**config.mk**
```make
export PLATFORM = sky130hd
export DESIGN_NAME = ela_frame_reader_flat
export DESIGN_NICKNAME = d
export VERILOG_FILES = /design/src/rtl/ela_frame_reader_if.sv /design/src/rtl/ela_frame_reader.sv /design/src/flat_wrapper.sv
export SDC_FILE = /design/constraint.sdc
export NUM_CORES = 1
export LEC_CHECK = 0
export ABC_AREA = 1
export CAP_MARGIN = 20
export CORE_MARGIN = 2
export CORE_UTILIZATION = 52
export DETAILED_ROUTE_END_ITERATION = 7
export PLACE_DENSITY = 0.79
export SLEW_MARGIN = 20
export SYNTH_ARGS = -nofsm -noshare
export SYNTH_HDL_FRONTEND = slang
export SYNTH_SLANG_ARGS = --single-unit
```
**constraint.sdc**
```tcl
create_clock -name clk -period 3.3 [get_ports clk]
set_input_delay 0.495 -clock clk [delete_from_list [all_inputs] [get_ports clk]]
set_output_delay 0.495 -clock clk [all_outputs]
set_load 0.03 [all_outputs]
```
**src/rtl/ela_frame_reader_if.sv**
```systemverilog
`default_nettype none
// ============================================================================
//  Module   : ela_frame_reader_if
//  Purpose  : Bundles the result-memory read port and the outgoing pixel
//             stream of ela_frame_reader.
//  Signals  : wen/addr/data_rd  - memory port (read only, 1-cycle latency)
//             out_valid/out_ready/out_data/out_sol/out_eol/out_eof
//                               - raster pixel stream with line/frame marks
//  Modports : master - the frame reader side
//             slave  - memory model plus downstream sink side
//  Revision : 1.0 - initial release
// ============================================================================
interface ela_frame_reader_if #(
    parameter int DW = 8,
    parameter int AW = 10
);
    logic          wen;
    logic [AW-1:0] addr;
    logic [DW-1:0] data_rd;
    logic          out_valid;
    logic          out_ready;
    logic [DW-1:0] out_data;
    logic          out_sol;
    logic          out_eol;
    logic          out_eof;

    modport master (
        output wen, addr, out_valid, out_data, out_sol, out_eol, out_eof,
        input  data_rd, out_ready
    );

    modport slave (
        input  wen, addr, out_valid, out_data, out_sol, out_eol, out_eof,
        output data_rd, out_ready
    );
endinterface
`default_nettype wire

```
**src/rtl/ela_frame_reader.sv**
```systemverilog
`default_nettype none
// ============================================================================
//  Module   : ela_frame_reader
//  Purpose  : Reads the IMG_W x IMG_H interpolated frame out of the shared
//             result memory after a start pulse and streams it in raster
//             order with start-of-line, end-of-line and end-of-frame marks.
//  Ports    : clk        - clock, rising edge
//             rst        - synchronous reset, active low
//             start      - single-cycle frame request (ignored unless idle)
//             busy       - frame readout in progress
//             frame_done - one-cycle pulse after the last pixel is accepted
//             bus        - memory read port and pixel stream (master side)
//  Revision : 1.0 - initial release
// ============================================================================
module ela_frame_reader #(
    parameter int IMG_W = 32,
    parameter int IMG_H = 31,
    parameter int DW    = 8,
    parameter int AW    = 10
) (
    input  logic               clk,
    input  logic               rst,
    input  logic               start,
    output logic               busy,
    output logic               frame_done,
    ela_frame_reader_if.master bus
);

    localparam int             COL_W     = $clog2(IMG_W);
    localparam logic [AW-1:0]  LAST_ADDR = AW'(IMG_W * IMG_H - 1);
    localparam logic [COL_W-1:0] LAST_COL = COL_W'(IMG_W - 1);

    typedef enum logic [1:0] {
        S_IDLE  = 2'd0,
        S_READ  = 2'd1,
        S_DRAIN = 2'd2,
        S_FIN   = 2'd3
    } state_t;

    typedef struct packed {
        logic          eof;
        logic          eol;
        logic          sol;
        logic [DW-1:0] data;
    } entry_t;

    state_t        r_state;
    state_t        w_state_next;
    logic [AW-1:0] r_addr;        // address currently on the memory bus
    logic          r_inflight;    // r_addr is a read whose data arrives next edge
    entry_t        r_fifo0;       // head entry, drives the stream outputs
    entry_t        r_fifo1;
    logic [1:0]    r_count;

    logic          w_pop;
    logic          w_push;
    logic          w_credit_ok;
    logic          w_issue;
    logic [AW-1:0] w_issue_addr;
    entry_t        w_new;

    assign w_pop  = (r_count != 2'd0) && bus.out_ready;
    assign w_push = r_inflight;

    // occupancy + in_flight - pop <= 1, rearranged so nothing underflows
    assign w_credit_ok = ({1'b0, r_count} + {2'b00, r_inflight}) <= (3'd1 + {2'b00, w_pop});

    // Tags follow the address that produced the data now on data_rd
    assign w_new.data = bus.data_rd;
    assign w_new.sol  = (r_addr[COL_W-1:0] == '0);
    assign w_new.eol  = (r_addr[COL_W-1:0] == LAST_COL);
    assign w_new.eof  = (r_addr == LAST_ADDR);

    always_comb begin
        w_state_next = r_state;
        w_issue      = 1'b0;
        w_issue_addr = r_addr + AW'(1);
        case (r_state)
            S_IDLE: begin
                // FIFO is empty in idle, so address 0 always has credit
                if (start) begin
                    w_issue      = 1'b1;
                    w_issue_addr = '0;
                    w_state_next = S_READ;
                end
            end
            S_READ: begin
                if (w_credit_ok) begin
                    w_issue = 1'b1;
                    if (w_issue_addr == LAST_ADDR) begin
                        w_state_next = S_DRAIN;
                    end
                end
            end
            S_DRAIN: begin
                // eof is the final pixel, so its acceptance empties the pipe
                if (w_pop && r_fifo0.eof) begin
                    w_state_next = S_FIN;
                end
            end
            S_FIN: begin
                w_state_next = S_IDLE;
            end
            default: begin
                w_state_next = S_IDLE;
            end
        endcase
    end

    always_ff @(posedge clk) begin
        if (!rst) begin
            r_state    <= S_IDLE;
            r_addr     <= '0;
            r_inflight <= 1'b0;
            r_fifo0    <= '0;
            r_fifo1    <= '0;
            r_count    <= 2'd0;
        end else begin
            r_state    <= w_state_next;
            r_inflight <= w_issue;
            if (w_issue) begin
                r_addr <= w_issue_addr;
            end else if (r_state == S_FIN) begin
                r_addr <= '0;
            end

            case ({w_push, w_pop})
                2'b10: begin
                    if (r_count == 2'd0) begin
                        r_fifo0 <= w_new;
                    end else begin
                        r_fifo1 <= w_new;
                    end
                    r_count <= r_count + 2'd1;
                end
                2'b01: begin
                    r_fifo0 <= r_fifo1;
                    r_count <= r_count - 2'd1;
                end
                2'b11: begin
                    if (r_count == 2'd1) begin
                        r_fifo0 <= w_new;
                    end else begin
                        r_fifo0 <= r_fifo1;
                        r_fifo1 <= w_new;
                    end
                end
                default: begin
                end
            endcase
        end
    end

    assign bus.wen       = 1'b0;
    assign bus.addr      = r_addr;
    assign bus.out_valid = (r_count != 2'd0);
    assign bus.out_data  = r_fifo0.data;
    assign bus.out_sol   = r_fifo0.sol;
    assign bus.out_eol   = r_fifo0.eol;
    assign bus.out_eof   = r_fifo0.eof;
    assign busy          = (r_state != S_IDLE);
    assign frame_done    = (r_state == S_FIN);

endmodule
`default_nettype wire
```
**src/flat_wrapper.sv**
```systemverilog
// flat-port wrapper written by rule: the top's interface ports become plain ports
module ela_frame_reader_flat 
#(
    parameter int IMG_W = 32,
    parameter int IMG_H = 31,
    parameter int DW    = 8,
    parameter int AW    = 10
)
  (clk, rst, start, busy, frame_done, bus_wen, bus_addr, bus_out_valid, bus_out_data, bus_out_sol, bus_out_eol, bus_out_eof, bus_data_rd, bus_out_ready);
  ela_frame_reader_if #(.DW(DW), .AW(AW)) bus_i ();
  input  logic clk;
  input  logic rst;
  input  logic start;
  output logic busy;
  output logic frame_done;
  output wire logic [$bits(bus_i.wen)-1:0] bus_wen;
  output wire logic [$bits(bus_i.addr)-1:0] bus_addr;
  output wire logic [$bits(bus_i.out_valid)-1:0] bus_out_valid;
  output wire logic [$bits(bus_i.out_data)-1:0] bus_out_data;
  output wire logic [$bits(bus_i.out_sol)-1:0] bus_out_sol;
  output wire logic [$bits(bus_i.out_eol)-1:0] bus_out_eol;
  output wire logic [$bits(bus_i.out_eof)-1:0] bus_out_eof;
  input wire logic [$bits(bus_i.data_rd)-1:0] bus_data_rd;
  input wire logic [$bits(bus_i.out_ready)-1:0] bus_out_ready;
  assign bus_wen = bus_i.wen;
  assign bus_addr = bus_i.addr;
  assign bus_out_valid = bus_i.out_valid;
  assign bus_out_data = bus_i.out_data;
  assign bus_out_sol = bus_i.out_sol;
  assign bus_out_eol = bus_i.out_eol;
  assign bus_out_eof = bus_i.out_eof;
  assign bus_i.data_rd = bus_data_rd;
  assign bus_i.out_ready = bus_out_ready;
  ela_frame_reader #(.IMG_W(IMG_W), .IMG_H(IMG_H), .DW(DW), .AW(AW)) u_core (.clk(clk), .rst(rst), .start(start), .busy(busy), .frame_done(frame_done), .bus(bus_i));
endmodule
```
==> reports/results.tsv, run 1 <==
metric	value	unit
crit path time final	2.70	ns
CTS Hold Bufs	0	
adder-cell share of the synthesized area	0.107	
post-route ant nets	0	
Hold Violations, Final	0	
Mapped Area	0.00207	mm²
# DRC	0	
CTS Buf Count	5	
row cnt	22	
DR vias	1889	
Post-CTS Setup Inserts	0	
Max-slew headroom	0.625	
Least-Margin Pin Slew	0.562	ns
Post-DP Area	0.00244	mm²
final net count	353	
Synth Register Bits	37	
CTS tree	yes	
Detail Placement HPWL	3.28	mm
port bufs	35	
Final TNS setup	0	ns
outcome	complete, no violations	
clock sink count	37	
mux contribution to synthesized area	0	
critical path type	flip-flop to flip-flop	
initial DRC count	126	
critical path peak fanout	13	
simple-gate portion of the synthesized area	0.217	
vias in the first global route	1756	
max_cap viols	0	
Wirelength per Cell	12.0	µm
sequential fraction of the synthesis area	0.359	
synthesized area per cell	7.12	µm²
Final setup viols	0	
Clock transition at path regs	0.08	ns
VDD IR max	527	µV
Final period util	0.818	
area of the die	0.00449	mm²
Root Buffer Master	clkbuf_8	
Worst setup EP type	flip-flop	
Ys Warns	0	
fin. max-slew vios	0	
Tightest Hold Check Type	flip-flop to flip-flop	
grt total ovfl	0	
CTS resizes	0	
# IOs	37	
routability cong.	0.878	
fin cells	373	
Initial DRT Pass Iterations	4	
Leakage	1.03	nW
drt total wl	4.48	mm
synth-to-layout area growth	23.8	%
dpl cells	365	
total power	2.27	mW
XOR/XNOR Fraction of Synth Area	0.0170	
clk buf depth	2	
Worst Hold Slack	0.452	ns
RSZ-0062 raised after global routing	no	
synthesized instance count	290	
Core Area	0.00374	mm²
largest net degree at the start of global routing	27	
initial antenna violation count	0	
antenna diode count	0	
Fmax	370	MHz
Netlist cell types	31	
first-pass GRT wire length	7.62	mm
Chip Width	67.0	µm
Crit path required time	3.52	ns
Worst setup SP type	flip-flop	
Initial Util	0.552	
Clock Skews	0.00533	ns
WHS Path Cells	2	
chip height	67.0	µm
PD cells	887	mW/mm²
Final Cell Area	0.00256	mm²
share of cells above drive strength 1	0.0554	
Compound-Gate Fraction of Synth Area	0.189	
overall routing resource usage	0.220	
Via density	5.06	
commonest non-fill, non-tap cell in the layout	nand2_1	
worst reg2reg path depth	17	
main combinational cell family by area after synthesis	simple AND/OR/NAND/NOR gates	
H-tree lvl count	2	
CP arrival	2.92	ns
most frequent cells in the layout	nand2_1, inv_1, dfxtp_1	
Net Count, Synth	319	
Skew-Pair Late Insertion Delay	0.29	ns
## kinds of logic (layout without fill, tap and decap cells)
logic type / Yosys count / after routing
adder cells (fa/ha/maj): 17 / 17
AO/OA/AOI/OAI: 70 / 70
buffers and inverters: 56 / 91
XOR/XNOR: 4 / 4
flip-flops: 37 / 37
other: 1 / 1
AND/OR/NAND/NOR: 105 / 105
## critical path, cell delays in order (launching register included)
cell and delay (ns):
dfxtp_1 0.40, inv_1 0.06, ha_1 0.20, inv_1 0.11
nand2_1 0.12, inv_1 0.14, fa_1 0.43, inv_1 0.08
nand3b_1 0.08, nand2_1 0.06, nand2_1 0.07, nand2_1 0.08
nand2_1 0.09, o21ai_4 0.24, inv_2 0.16, o21ai_0 0.12
o21ai_1 0.10, nor2_1 0.09
## synth_stat cells
library cell | number | share of area
a211oi_1 | 9 | 0.033
a21oi_1 | 24 | 0.058
buf_2 | 3 | 0.0073
buf_4 | 1 | 0.0036
buf_6 | 1 | 0.0055
clkbuf_1 | 4 | 0.0073
clkbuf_2 | 1 | 0.0024
clkinv_1 | 1 | 0.0018
conb_1 | 1 | 0.0018
dfxtp_1 | 37 | 0.36
fa_1 | 1 | 0.0097
ha_1 | 16 | 0.097
inv_1 | 44 | 0.080
inv_2 | 1 | 0.0018
nand2_1 | 47 | 0.085
nand2_2 | 2 | 0.0061
nand3_1 | 16 | 0.039
nand3_2 | 1 | 0.0048
nand3b_1 | 1 | 0.0036
nand4_1 | 1 | 0.0030
nor2_1 | 32 | 0.058
nor2_2 | 2 | 0.0061
nor2_4 | 1 | 0.0055
nor4_1 | 2 | 0.0061
o21ai_0 | 30 | 0.073
o21ai_1 | 4 | 0.0097
o21ai_4 | 1 | 0.0079
o21bai_1 | 1 | 0.0036
o221ai_1 | 1 | 0.0042
xnor2_1 | 2 | 0.0085
xor2_1 | 2 | 0.0085
## final timing paths
check                                     endpoint          startpoint  slack [ns]
worst min-delay path            u_core.r_fifo1[10]  u_core.r_fifo1[10]        0.45
worst min register to register  u_core.r_fifo1[10]  u_core.r_fifo1[10]        0.45
worst max-delay path            u_core.bus.addr[5]   u_core.r_count[0]        0.60
worst max register to register  u_core.bus.addr[5]   u_core.r_count[0]        0.60
## per-stage QoR
stage               setup WS, ns  utilization
finish                     0.601        0.683
global route               0.247        0.683
CTS                        0.584        0.683
detailed placement         0.440        0.651
global placement           0.573        0.651
floorplan                  0.635            -
## sequential cells by signal, summed over array words and instances, names as in the netlist
name / cells
u_core.r_count: 2
u_core.bus.addr: 10
u_core.r_fifo1: 11
u_core.bus.out_data: 8
u_core.r_inflight: 1
u_core.bus.out_sol: 1
u_core.bus.out_eol: 1
u_core.bus.out_eof: 1
u_core.r_state: 2
## report_power, final
part           internal (mW)  leakage (nW)  total (mW)  switching, mW
Combinational          0.431         0.672        1.18          0.747
Clock                  0.246        0.0574       0.410          0.164
Sequential             0.588         0.303       0.681         0.0927
## metal layers
layer / share of wire / global-route usage / vias up
li1: - / - / 1000
met1: 0.47 / 0.271 / 842
met2: 0.47 / 0.377 / 41
met3: 0.048 / 0.0456 / 6
met4: 0.011 / 0.0740 / 0
met5: 0 / 0 / -
## layout make-up
type                       instances  area (µm²)
clock buffer                       6        82.6
sequential                        37         741
clock inverter                     2        37.5
inverter                          46         173
multi-input combinational        197        1100
timing repair buffer              37         365
fill                             350        1190
tap                               48        60.1
No activity file was read; power rests on OpenSTA's default activity.
==> run 2: changes to the inputs <==
- CORE_UTILIZATION: 52 -> 47
- PLACE_DENSITY: 0.79 -> 0.75
- clock period: 3.3 -> 2.35 ns (I/O delays scaled with it)
==> run 2 against run 1 <==
Against the previous run:
- cell area increased by 5.7%
- largest power group unchanged
- critical endpoint unchanged
- clock skew hardly changed
- core utilization decreased by 5.4 points
- total power increased by 55%
- sequential power up 42%
- first-iteration DRC count decreased by 25%
- clock power increased by 38%
- worst hold slack got worse by 0.0012 ns
==> reports/results.tsv, run 2 (synthesized netlist as in run 1, its figures left out) <==
metric	value	unit	change
Critical-path top delay cell	fa_1		
# DRC	0		unchanged
Core Area	0.00429	mm²	+15%
port bufs	35		unchanged
largest reg by FF count	u_core.r_fifo1		
Leakage	1.10	nW	+6.1%
logic gate share of total power	0.563		+0.044
final net count	365		+3.4%
Fmax	446	MHz	+20%
grt total ovfl	0		unchanged
Clock transition at path regs	0.07	ns	about the same
Bufs and invs on worst path	5		unchanged
max reg flops	11		unchanged
initial DRC count	94		-25%
crit path time final	2.24	ns	-0.457 ns
clock sink count	37		unchanged
Final period util	0.954		+0.136
Final TNS setup	0	ns	unchanged
sw frac	0.432		-0.0102
PD cells	1300	mW/mm²	+46%
wl on met1	2.09	mm	-1.5%
synth-to-layout area growth	30.8	%	
max_cap viols	0		unchanged
most frequent cells in the layout	nand2_1, inv_1, clkdlybuf4s50_1, dfxtp_1, nor2_1		
commonest non-fill, non-tap cell in the layout	nand2_1		
Chip Width	70.3	µm	+4.9%
initial antenna violation count	0		unchanged
routability cong.	0.832		-5.2%
Initial DRT Pass Iterations	4		unchanged
Worst Hold Slack	0.451	ns	-0.00117 ns
H-tree lvl count	2		unchanged
Tightest Hold Check Type	flip-flop to flip-flop		
CTS Buf Count	5		unchanged
Worst setup SP type	flip-flop		
clk buf depth	2		unchanged
Worst setup EP type	flip-flop		
CTS tree	yes		
CP peak stage delay	0.45	ns	+0.02 ns
total power	3.51	mW	+55%
RSZ-0062 raised after global routing	yes		
row cnt	24		+9.1%
critical path peak fanout	6		-7
Initial Util	0.481		-0.0707
vias in the first global route	1700		-3.2%
Skew-Pair Late Insertion Delay	0.29	ns	about the same
P_int	1.99	mW	+57%
Crit path required time	2.52	ns	-1.00 ns
largest net degree at the start of global routing	23		-15%
register share of total power	0.276		-0.024
Root Buffer Master	clkbuf_8		
CP arrival	2.41	ns	-0.51 ns
antenna diode count	0		unchanged
# IOs	37		unchanged
Via density	5.06		about the same
overall routing resource usage	0.186		-0.0344
first-pass GRT wire length	7.47	mm	-2.0%
chip height	70.3	µm	+4.9%
Clock Skews	0.00558	ns	+0.000254 ns
WL met2	2.15	mm	+2.5%
metal3 WL	223	µm	+2.8%
fin. max-slew vios	0		unchanged
post-route ant nets	0		unchanged
Clk network pwr share	0.161		-0.020
pre-CTS setup slack	-0.121	ns	-0.561 ns
critical path type	flip-flop to flip-flop		
switching power	1.52	mW	+51%
drt total wl	4.50	mm	+0.49%
share of cells above drive strength 1	0.131		+0.0752
top cell family by delay on the critical path	adder cells		
fin cells	389		+4.3%
CP cell instances	inv_4 > ha_4 > inv_6 > nand2_4 > inv_2 > fa_1 > inv_2 > nand3b_1 > nand2_1 > nand2_2 > nand2_2 > nand2_2 > o21ai_4 > clkinv_2 > o21ai_1 > nor2_1		
area of the die	0.00494	mm²	+10%
dpl cells	376		+3.0%
Final setup viols	0		unchanged
VDD IR max	702	µV	+33%
outcome	complete, no violations		
DR vias	1970		+4.3%
Hold Violations, Final	0		unchanged
Detail Placement HPWL	3.23	mm	-1.7%
fin worst setup slack	0.108	ns	-0.493 ns
Most common cell on crit path	nand2_2		
CTS Hold Bufs	0		unchanged
top layer in use	met4		
Wirelength per Cell	11.6	µm	-3.6%
==> run 2: per-layer routing <==
metal | vias up | track usage
li1 | 1020 | -
met1 | 902 | 0.239
met2 | 44 | 0.301
met3 | 4 | 0.0519
met4 | 0 | 0.0577
met5 | - | 0
==> run 2: path summary, 6_finish.rpt <==
check,cells past startpoint,from,slack (ns),to
worst max-delay path,16,u_core.r_count[1],0.11,u_core.bus.addr[5]
worst min-delay path,2,u_core.r_fifo1[3],0.45,u_core.r_fifo1[3]
worst max register to register,16,u_core.r_count[1],0.11,u_core.bus.addr[5]
worst min register to register,2,u_core.r_fifo1[3],0.45,u_core.r_fifo1[3]
==> run 2: tightest hold or removal path, cell delays in order (launching register included) <==
cell and delay (ns):
dfxtp_1 0.30, inv_1 0.06, a21oi_1 0.05
==> run 2: final cells by class <==
cell class                      instances  area, µm²
Timing Repair inverter                  1       5.00
Sequential cell                        37        746
Fill cell                             401       1590
Inverter                               46        185
Multi-Input combinational cell        197       1130
Timing Repair Buffer                   48        452
Clock inverter                          1       30.0
Clock buffer                            7       86.3
Tap cell                               52       65.1
==> run 2: power groups by stage <==
stage          clock network (mW)  logic [mW]  registers [mW]
6_report                    0.567        1.97           0.968
2_1_floorplan                   0        1.08            1.15
3_3_place_gp                    0        1.79           0.969
5_1_grt                     0.609        2.19           0.996
4_1_cts                     0.583        1.83           0.961
3_5_place_dp                    0        1.81           0.975
==> run 2: stage by stage <==
| stage | area, µm² | utilization |
|---|---|---|
| after floorplan | 2090 | - |
| after global placement | 2520 | 0.586 |
| after detailed placement | 2520 | 0.586 |
| after CTS | 2630 | 0.613 |
| after global routing | 2700 | 0.629 |
| final | 2700 | 0.629 |
==> run 2: repair_timing <==
action | in CTS | in global routing
gates resized for setup | 0 | 17
setup buffers | 0 | 4
endpoints found under the setup margin | 0 | 12
==> run 3: changes to the inputs <==
- CORE_UTILIZATION: 47 -> 56
- DONT_BUFFER_PORTS: not set -> 1
- PLACE_DENSITY: 0.75 -> 0.74
- SLEW_MARGIN: 20 -> 10
==> run 3 against run 2 <==
Against the previous run:
- highest routed layer unchanged
- register-to-register slack worse by 0.16 ns
- cell count is 9.5% lower
- sequential share of layout area up 3.3 points
- combinational power down 16%
- the flow now finishes with violations (setup timing)
- worst hold slack worse by 0.27 ns
==> reports/results.tsv, run 3 (synthesized netlist as in run 1, its figures left out) <==
metric	value	unit	change
outcome	finished with violations		
failing checks	setup timing		
logic gate share of total power	0.479		-0.084
overall routing resource usage	0.219		+0.0330
routability cong.	0.825		-0.87%
Root Buffer Master	clkbuf_8		
R2R setup slack	-0.05	ns	-0.16 ns
Worst Hold Slack	0.177	ns	-0.274 ns
fin cells	352		-9.5%
Clock Skews	0.00655	ns	+0.000971 ns
Final period util	1.02		+0.0668
# IOs	37		unchanged
critical path peak fanout	6		unchanged
Clk network pwr share	0.189		+0.028
grt total ovfl	0		unchanged
P_int	1.92	mW	-3.9%
Worst setup SP type	flip-flop		
Max-slew headroom	0.629		
# DRC	0		unchanged
largest reg by FF count	u_core.r_fifo1		
VDD IR max	703	µV	+0.21%
switching power	1.52	mW	+0.46%
Worst setup EP type	flip-flop		
Clock transition at path regs	0.08	ns	about the same
Initial Util	0.573		+0.0918
post-route ant nets	0		unchanged
Initial DRT Pass Iterations	4		unchanged
sw frac	0.443		+0.0108
first-pass GRT wire length	7.15	mm	-4.3%
DR vias	1854		-5.9%
Detail Placement HPWL	3.10	mm	-3.9%
largest net degree at the start of global routing	27		+17%
fin. max-slew vios	0		unchanged
Core Area	0.00361	mm²	-16%
fin worst setup slack	-0.0489	ns	-0.157 ns
Filler Cells Inserted	319		-20%
synth-to-layout area growth	16.9	%	
Via density	5.27		+4.0%
CTS Hold Bufs	0		unchanged
initial antenna violation count	0		unchanged
row cnt	22		-8.3%
final net count	332		-9.0%
Tightest Hold Check Type	input pin to flip-flop		
share of cells above drive strength 1	0.164		+0.0339
Final setup viols	7		+7
Post-DP Area	0.00216	mm²	-14%
Fmax	417	MHz	-6.5%
crit path time final	2.40	ns	+0.157 ns
pre-CTS setup slack	0.0371	ns	+0.158 ns
Skew-Pair Late Insertion Delay	0.29	ns	about the same
max reg flops	11		unchanged
max_cap viols	0		unchanged
Crit path required time	2.51	ns	about the same
commonest non-fill, non-tap cell in the layout	nand2_1		
Final Cell Area	0.00241	mm²	-11%
CTS tree	yes		
Final TNS setup	-0.208	ns	-0.208 ns
Chip Width	64.7	µm	-7.9%
total power	3.44	mW	-2.0%
PD cells	1420	mW/mm²	+9.7%
Leakage	0.990	nW	-9.6%
area of the die	0.00419	mm²	-15%
Wirelength per Cell	13.1	µm	+13%
Hold Violations, Final	0		unchanged
vias in the first global route	1611		-5.2%
drt total wl	4.60	mm	+2.3%
dpl cells	337		-10%
CP arrival	2.56	ns	+0.15 ns
RSZ-0062 raised after global routing	yes		
chip height	64.7	µm	-7.9%
final core area utilization	0.670		+0.0403
critical path type	flip-flop to flip-flop		
initial DRC count	118		+26%
port bufs	0		-100%
clock sink count	37		unchanged
H-tree lvl count	2		unchanged
Least-Margin Pin Slew	0.556	ns	
clk buf depth	2		unchanged
CTS Buf Count	5		unchanged
antenna diode count	0		unchanged
most frequent cells in the layout	nand2_1, inv_1, dfxtp_1		
register share of total power	0.331		+0.055
==> run 3: timing repair <==
action,in CTS,in global routing
cloned,0,1
pin swaps,1,11
resized for setup,0,21
buffers inserted,0,6
hold endpoints to repair,0,0
setup endpoints to repair,1,10
==> run 3: layer usage <==
metal  wire (µm)  share of wire  vias up  track usage
li1            -              -      960            -
met1        1950           0.42      839        0.262
met2        2280           0.49       48        0.371
met3         301          0.065        7       0.0677
met4          78          0.017        0       0.0718
met5           0              0        -            0
==> run 3: cell type report <==
class	count	area, µm²	area share
multi-input cells	197	1150	0.478
repair inverters	1	7.51	0.00311
flip-flops and latches	37	747	0.309
repair buffers	15	124	0.0513
well taps	48	60.1	0.0249
inverters	46	188	0.0777
clock buffers	5	68.8	0.0285
clock inverters	3	65.1	0.0269
==> run 3: critical path, cell delays in order, from the launching register on <==
cell and delay (ns):
dfxtp_2 0.36, inv_4 0.05, ha_4 0.17, inv_6 0.05, nand2_4 0.05, inv_4 0.05, fa_1 0.39, inv_1 0.08
nand3b_1 0.07, nand2_1 0.08, nand2_2 0.07, nand2_2 0.08, nand2_2 0.07, o21ai_4 0.25, clkinvlp_4 0.23, nand3_2 0.12
a21oi_1 0.07
==> run 3: power by group through the flow <==
stage,clock network [mW],registers (mW),logic [mW]
6_report,0.652,1.14,1.65
3_5_place_dp,0,1.14,1.37
2_1_floorplan,0,1.15,1.08
3_3_place_gp,0,1.13,1.35
4_1_cts,0.664,1.13,1.38
5_1_grt,0.697,1.16,1.85
==> run 3: path summary, 6_finish.rpt <==
kind | from | endpoint | depth (start not counted)
worst max-delay path | u_core.r_count[1] | u_core.bus.addr[4] | 16
worst min-delay path | rst | u_core.r_state[1] | 2
worst max register to register | u_core.r_count[1] | u_core.bus.addr[4] | 16
worst min register to register | u_core.r_fifo1[7] | u_core.r_fifo1[7] | 2
